$ cat src/rtl/uart_rx_axis_fifo.sv
// uart_rx_axis_fifo: 8N1 UART receiver feeding a FIFO that is read out as an AXI-Stream master.
// Line idle after a byte closes a packet, so the final byte is held back until its last flag is known.
module uart_rx_axis_fifo #(
    parameter int CLK_RATE  = 50000000,
    parameter int BAUD      = 115200,
    parameter int DATA_BITS = 8,
    parameter int DEPTH     = 8,
    parameter int IDLE_BITS = 20
) (
    input  logic                     clk,
    input  logic                     rst,
    input  logic                     rx,
    output logic [DATA_BITS-1:0]     m_axis_data,
    output logic                     m_axis_valid,
    input  logic                     m_axis_ready,
    output logic                     m_axis_last,
    output logic                     frame_err,
    output logic                     overflow,
    output logic [$clog2(DEPTH):0]   fifo_count
);
    localparam int CPB = CLK_RATE / BAUD;
    localparam int IDLE_CLKS = IDLE_BITS * CPB;
    localparam int CW = $clog2(CPB + 1);
    localparam int IW = $clog2(IDLE_CLKS + 1);
    localparam int BW = $clog2(DATA_BITS);
    localparam int AW = $clog2(DEPTH);
    localparam logic [CW-1:0] BIT_END = CW'(CPB - 1);
    localparam logic [CW-1:0] HALF_END = CW'(CPB / 2 - 1);
    localparam logic [IW-1:0] IDLE_END = IW'(IDLE_CLKS - 1);
    localparam logic [BW-1:0] LAST_BIT = BW'(DATA_BITS - 1);
    localparam logic [AW:0] FULL_CNT = (AW + 1)'(DEPTH);

    typedef enum logic [2:0] {IDLE, START, DATA, STOP, BREAK} state_t;

    logic [1:0] rst_q;
    logic rst_n, rx_m, rxs, rxs_d;
    state_t state;
    logic [CW-1:0] clk_cnt;
    logic [BW-1:0] bit_idx;
    logic [DATA_BITS-1:0] shift, hold_data;
    logic hold_full;
    logic [IW-1:0] idle_cnt;
    logic [DATA_BITS:0] mem [DEPTH];
    logic [AW-1:0] wr_ptr, rd_ptr;
    logic [AW:0] cnt_next;
    logic fall, done, tmo, push, pop, accept;

    // Reset asserts asynchronously but releases on a clock edge.
    always_ff @(posedge clk or negedge rst)
        if (!rst) rst_q <= 2'b00;
        else rst_q <= {rst_q[0], 1'b1};

    assign rst_n = rst_q[1];
    assign fall = rxs_d & ~rxs;
    assign done = state == STOP && clk_cnt == BIT_END && rxs;
    assign tmo = state == IDLE && hold_full && idle_cnt == IDLE_END;
    assign push = (done & hold_full) | tmo;
    assign pop = m_axis_valid & m_axis_ready;
    assign accept = push & (fifo_count != FULL_CNT | pop);
    assign cnt_next = fifo_count + (AW + 1)'(accept) - (AW + 1)'(pop);
    assign m_axis_data = m_axis_valid ? mem[rd_ptr][DATA_BITS-1:0] : '0;
    assign m_axis_last = m_axis_valid & mem[rd_ptr][DATA_BITS];

    always_ff @(posedge clk or negedge rst_n)
        if (!rst_n) {rx_m, rxs, rxs_d} <= 3'b111;
        else {rx_m, rxs, rxs_d} <= {rx, rx_m, rxs};

    always_ff @(posedge clk or negedge rst_n) begin
        if (!rst_n) begin
            state <= IDLE;
            clk_cnt <= '0;
            bit_idx <= '0;
            shift <= '0;
            frame_err <= 1'b0;
        end else begin
            frame_err <= 1'b0;
            clk_cnt <= clk_cnt + 1'b1;
            case (state)
                IDLE: begin
                    clk_cnt <= '0;
                    if (fall) state <= START;
                end
                START: if (clk_cnt == HALF_END) begin
                    clk_cnt <= '0;
                    bit_idx <= '0;
                    state <= rxs ? IDLE : DATA;
                end
                DATA: if (clk_cnt == BIT_END) begin
                    clk_cnt <= '0;
                    shift[bit_idx] <= rxs;
                    bit_idx <= bit_idx + 1'b1;
                    if (bit_idx == LAST_BIT) state <= STOP;
                end
                STOP: if (clk_cnt == BIT_END) begin
                    clk_cnt <= '0;
                    frame_err <= ~rxs;
                    state <= rxs ? IDLE : BREAK;
                end
                BREAK: if (rxs) state <= IDLE;
                default: state <= IDLE;
            endcase
        end
    end

    // A completed byte displaces the held one with last=0; an idle timeout flushes it with last=1.
    always_ff @(posedge clk or negedge rst_n) begin
        if (!rst_n) begin
            hold_full <= 1'b0;
            hold_data <= '0;
            idle_cnt <= '0;
        end else begin
            if (done) {hold_full, hold_data} <= {1'b1, shift};
            else if (tmo) hold_full <= 1'b0;
            idle_cnt <= (done || (fall && state == IDLE)) ? '0 :
                        (state == IDLE && hold_full) ? idle_cnt + 1'b1 : idle_cnt;
        end
    end

    always_ff @(posedge clk)
        if (accept) mem[wr_ptr] <= {tmo, hold_data};

    always_ff @(posedge clk or negedge rst_n) begin
        if (!rst_n) begin
            wr_ptr <= '0;
            rd_ptr <= '0;
            fifo_count <= '0;
            m_axis_valid <= 1'b0;
            overflow <= 1'b0;
        end else begin
            wr_ptr <= wr_ptr + AW'(accept);
            rd_ptr <= rd_ptr + AW'(pop);
            fifo_count <= cnt_next;
            m_axis_valid <= cnt_next != '0;
            overflow <= push & ~accept;
        end
    end
endmodule

$ cat config.mk
export PLATFORM = sky130hd
export DESIGN_NAME = uart_rx_axis_fifo
export DESIGN_NICKNAME = d
export VERILOG_FILES = /design/src/rtl/uart_rx_axis_fifo.sv
export SDC_FILE = /design/constraint.sdc
export NUM_CORES = 1
export LEC_CHECK = 0
export CAP_MARGIN = 20
export CORE_MARGIN = 10
export CORE_UTILIZATION = 35
export DETAILED_ROUTE_END_ITERATION = 6
export GPL_TIMING_DRIVEN = 0
export SLEW_MARGIN = 20
export SYNTH_ARGS = -nofsm -noshare
export SYNTH_HDL_FRONTEND = slang
export SYNTH_SLANG_ARGS = --single-unit
$ cat constraint.sdc
create_clock -name clk -period 7.5 [get_ports clk]
set_clock_uncertainty 0.2 [all_clocks]
set_input_delay 2.25 -clock clk [delete_from_list [all_inputs] [get_ports clk]]
set_output_delay 2.25 -clock clk [all_outputs]
set_load 0.01 [all_outputs]
# Word-level counts from Yosys, hierarchy flattened
# Memory sizes are Yosys's and may differ from the RTL's.
# Cells that the tools add are included.
# word_totals
regBits	64
latchBits	0
mem_bits_rw	72
romBits	0
input_bits	4
out_inout_bits	16
word_cells	95
n_memories	1
# op_classes
addsub	7
n_mul	0
div	0
magnitude_cmp	2
eq_ne	15
shift	0
n_mux	27
n_bitwise	10
reduce_logical	16
# memory_table
name	words	width	rd	rd_clocked_by_memory_dff	write_ports	line_no	source
mem	8	9	1	0	1	43	logic [DATA_BITS:0] mem [DEPTH];
# ops
operator	count
$mux 14	2
$mux 3	9
$pmux 9 s3	1
$mux 9	2
$pmux 3 s5	1
$add 14x1->14 const B	1
$eq 14x14->1 const B	1
$ne 2x2->1 const B	5
$add 9x1->9 const B	1
$eq 9x8->1 const B	1
$eq 9x9->1 const B	1
$bwmux 8	1
$mux 8	1
$mux 1	7
$add 3x1->3	2
$and 1x1->1	6
$eq 3x2->1 const B	2
$eq 3x3->1 const B	2
$logic_and 1x1->1	6
$pmux 3 s2	1
$reduce_and 6->1	1
$reduce_bool 2->1	3
$add 4x1->4	1
$lt 3x4->1 const B	1
16 further kinds	18

# Logic depth before layout (Yosys ltp)
# Gate-level depths: netlist of the first run.
# logic_depth
ltp_word	9
ltp_mapped	14
ltp_nobuf	13

# Worst setup path before layout of the first run
# OpenSTA, ideal clock, no wires.
# synth_timing
path_type	input-to-reg
start	input port m_axis_ready
end	register m_axis_valid
setup_time_ns	0.139
t_arrival_ns	4.763
t_required_ns	7.161
setup_slack_ns	2.399
cell_stages	11
n_path_buf	1
path_cell_list	and2_1 -> nor4b_1 -> clkbuf_1 -> or2_1 -> ha_1 -> inv_1 -> ha_1 -> inv_1 -> fa_1 -> inv_1 -> or4_1
# synth_via
elab_chain_len	6
# synth_lines
item	line_no	source
start: declaration	15	input logic m_axis_ready,
$and 1x1->1 (*)	58	assign pop = m_axis_valid & m_axis_ready;
$or 1x1->1	59	assign accept = push & (fifo_count != FULL_CNT | pop);
$and 1x1->1	59	
$add 4x1->4	60	assign cnt_next = fifo_count + (AW + 1)'(accept) - (AW + 1)'(pop);
$sub 4x1->4 (*)	60	
named net cnt_next[1]	45	logic [AW:0] cnt_next;
$reduce_bool 4->1 (*)	133	m_axis_valid <= cnt_next != '0;
end signal: assignment	127	m_axis_valid <= 1'b0;
end signal: assignment	133	
end: declaration	14	output logic m_axis_valid,
# The timed path passes the listed nets; every way through them passes the cells marked *.
# A chain may end at the register's enable or synchronous reset.

# Final worst setup path of the first run
# Same ends and word-level chain as after synthesis.

==> impl_metrics.env, run 1 <==
export IMPL_outcome="complete, no violations"
export IMPL_finalMaxSlewViolations=0
export IMPL_ios=20
export IMPL_leakage_nw=2.80
export IMPL_dieArea_sq_um=22600
export IMPL_synthSimpleGateAreaFrac_pct=13.2
export IMPL_clk_pin_slew_worst_paths_ns=0.06
export IMPL_antenna_left=0
export IMPL_totalWireLength_mm=10.6
export IMPL_cap_violations=0
export IMPL_layout_common_cells="edfxtp_1, dfrtp_1, nor2_1"
export IMPL_fin_nets=454
export IMPL_numCtsBuffers=17
export IMPL_met1_usage_pct=12.0
export IMPL_rsz0062_at_grt="false"
export IMPL_grt_pass1_vias=3385
export IMPL_synth_adder_area_share_pct=3.50
export IMPL_gp_congestion=0.758
export IMPL_core_area_sq_um=16600
export IMPL_synth_edf_count=72
export IMPL_cpPeakStageDelay_ns=0.72
export IMPL_grt_use_met3_pct=3.24
export IMPL_post_route_period_util_pct=76.4
export IMPL_cts_sinks=136
export IMPL_worst_slew_pin_slew_ns=0.865
export IMPL_dpl_hpwl_mm=7.22
export IMPL_cp_slowest_cell="clkbuf_1"
export IMPL_synthArstFlopShare_pct=47.1
export IMPL_clock_power_share_pct=41.3
export IMPL_vias_per_cell=4.97
export IMPL_pwr_share_seq_pct=40.9
export IMPL_synth_warnings=0
export IMPL_finalCriticalPeriod_ns=5.73
export IMPL_synth_seq_area_share_pct=63.5
export IMPL_intPower_mw=1.51
export IMPL_worstPathCellList="clkdlybuf4s50_1, and2_1, nor4b_1, clkbuf_1, or2_1, ha_1, inv_1, ha_1, inv_1, fa_1, inv_1, or4_1"
export IMPL_synth_cell_area_sq_um=5930
export IMPL_pwr_density_cell_nw_per_um2=285
export IMPL_final_hold_viol_count=0
export IMPL_cp_arrival_ns=5.81
export IMPL_firstDrtPassIters=4
export IMPL_syn_to_final_growth_pct=19.7
export IMPL_grt_max_degree=42
export IMPL_use_met2_pct=16.0
export IMPL_vias=3315
export IMPL_p_comb_share_pct=17.8
export IMPL_track_usage_pct=9.81
export IMPL_avgSynthCellArea_sq_um=15.1
export IMPL_synth_top_family_by_area="simple AND/OR/NAND/NOR gates"
export IMPL_setup_violations=0
export IMPL_crit_required_ns=7.58
export IMPL_swShare_pct=25.4
export IMPL_grt_overflow_total=0
export IMPL_layout_commonest_cell="edfxtp_1"
export IMPL_die_w_um=150
export IMPL_synth_xor_area_share_pct=3.39
export IMPL_relSlewSlack_pct=42.3
export IMPL_yosysUniqueCellTypes=50
export IMPL_ctsHoldBuffers=0
export IMPL_synth_nets=414
export IMPL_cts_htree_levels=4
export IMPL_cts_tree="built"
export IMPL_startpoint_type="input pin"
export IMPL_fin_util_pct=42.8
export IMPL_clk_insertion_delay_late_ns=0.41
export IMPL_busiest_layer="met2"
export IMPL_num_antenna_cells=0
export IMPL_post_cts_resized=0
export IMPL_die_h_um=150
export IMPL_ir_drop_mv=0.177
export IMPL_root_buffer="clkbuf_16"
export IMPL_portBuffers=19
export IMPL_postCtsSetupBuffers=0
export IMPL_max_freq_ghz=0.175
export IMPL_setup_tns_ns=0
export IMPL_grt_antenna_before_repair=0
export IMPL_p_switching_uw=515
export IMPL_grt_pass1_wl_mm=17.4
export IMPL_rows=47
export IMPL_worstHoldPathType="reg2async"
export IMPL_synth_flop_cell="edfxtp_1"
export IMPL_synth_compound_area_share_pct=2.21
export IMPL_muxShareOfSynthArea_pct=11.6
export IMPL_path_max_fanout=10
export IMPL_drc=0
export IMPL_initial_core_util_pct=35.8
export IMPL_cp_common_cell="inv_1"
export IMPL_crit_path_end_kind="flip-flop"
export IMPL_dr_first_iter_drc_count=114
export IMPL_avgRoutedWirePerCell_um=15.9
export IMPL_crit_type="in2reg"
export IMPL_postSynthCellCount=394
export IMPL_ys_ff_latch=136
export IMPL_drive_gt1_share_pct=21.7
export IMPL_clockBufferDepth=2
-- per-stage QoR --
step                      hold WS, ns  cells  total power, mW  instance area [sq um]  setup slack, ns
after floorplan                 0.131    394             1.08                   5930             2.40
after global placement          0.137    633             1.20                   6400             1.72
after detailed placement       0.0308    635             1.21                   6500             1.35
after CTS                      0.0341    667             2.05                   7110             1.77
after global routing           0.0478    667             2.12                   7110             1.59
final                          0.0148    667             2.03                   7110             1.77
-- cells by family (layout without fill, tap and decap cells) --
family	after synthesis	count (layout)
compound gates	17	17
xor+xnor	23	23
fa+ha+maj	16	16
buf+inv	34	87
flops	136	136
mux	44	44
other cells	1	1
simple gates	123	123
-- final timing paths --
path                         startpoint      endpoint  slack, ns  cells after the start
min in group clk                   rx_m           rxs       0.16                      0
hold / removal                 rst_q[1]    clk_cnt[1]       0.01                      0
setup / recovery           m_axis_ready  m_axis_valid       1.77                     12
setup reg to reg           m_axis_valid  m_axis_valid       3.45                     11
hold reg to reg                rst_q[1]    clk_cnt[1]       0.01                      0
max in group asynchronous           rst      rst_q[1]       5.16                      1
-- routing by layer --
metal	part of all wire (%)	wire (um)	up-vias
met3	3.7	389	9
met1	46	4850	1701
met5	0	0	-
li1	-	-	1548
met2	50	5280	57
met4	0.93	99	0
-- critical path: cells and delay by family --
kind | cells | cell delay (ns)
AND/OR/NAND/NOR | 4 | 1.44
adder cells (fa/ha/maj) | 3 | 0.85
buffers and inverters | 5 | 1.26
-- area by class of cell --
cell class | instances | area [sq um]
plain buffers | 19 | 93.8
clock buffers | 20 | 467
clock inverters | 12 | 141
fillers | 1516 | 9480
inverters | 15 | 56.3
multi-input cells | 224 | 2080
flip-flops and latches | 136 | 3770
well taps | 220 | 275
repair buffers | 21 | 218
-- Yosys cell counts, types with 3 or more instances --
library cell / number / area share [%]
edfxtp_1: 72 / 36
dfrtp_1: 61 / 26
nor2_1: 29 / 1.8
mux4_2: 18 / 6.8
mux2_2: 17 / 3.2
xnor2_1: 17 / 2.5
ha_1: 15 / 3.2
inv_1: 15 / 0.95
nand2_1: 15 / 0.95
nor3_1: 13 / 1.1
nand3_1: 11 / 0.93
nor2b_1: 11 / 1.2
clkbuf_1: 10 / 0.63
mux2i_1: 9 / 1.5
nand4_1: 6 / 0.63
xor2_1: 6 / 0.89
a21oi_1: 5 / 0.42
nor4_1: 5 / 0.53
nor4b_2: 5 / 1.3
nor4_2: 4 / 0.84
a21o_1: 3 / 0.38
buf_1: 3 / 0.19
buf_2: 3 / 0.25
dfstp_2: 3 / 1.3
nand4b_1: 3 / 0.44
nor4b_1: 3 / 0.44
-- sequential cells by signal, indices dropped and copies added, names as in the netlist, 2 cells and up --
signal and cells:
bit_idx 3, hold_data 8, state 3, fifo_count 4, rd_ptr 3, idle_cnt 14
wr_ptr 3, rst_q 2, mem 72, clk_cnt 9, shift 8
-- power groups by stage --
stage                     clock network, mW  registers (mW)  logic (mW)
final                                 0.836           0.829       0.361
after global routing                  0.894           0.834       0.395
after CTS                             0.854           0.831       0.370
after detailed placement                  0           0.844       0.370
after global placement                    0           0.847       0.356
after floorplan                           0           0.847       0.229
(Power assumes the default switching activity.)
==> inputs of run 2 (changes only) <==
clock period = 6 ns   (was 7.5 ns; I/O delays follow)
==> results of run 2 <==
The final DEF is identical to that of run 1. Status: complete, no violations.
Main changes from that run: setup slack after placement 1.35 ns -> 0.297 ns; setup slack after layout 1.77 ns -> 0.723 ns; register-to-register setup slack 3.45 ns -> 1.95 ns; total power 2.03 mW -> 2.53 mW; worst IR drop on VDD 0.177 mV -> 0.221 mV
==> inputs of run 3 (changes only) <==
SETUP_SLACK_MARGIN = 0.5   (was default)
==> results of run 3 <==
The final DEF is identical to that of run 1. Status: complete, no violations.
Main changes from that run: setup slack after placement 1.35 ns -> 0.297 ns; setup slack after layout 1.77 ns -> 0.723 ns; register-to-register setup slack 3.45 ns -> 1.95 ns; total power 2.03 mW -> 2.53 mW; worst IR drop on VDD 0.177 mV -> 0.221 mV
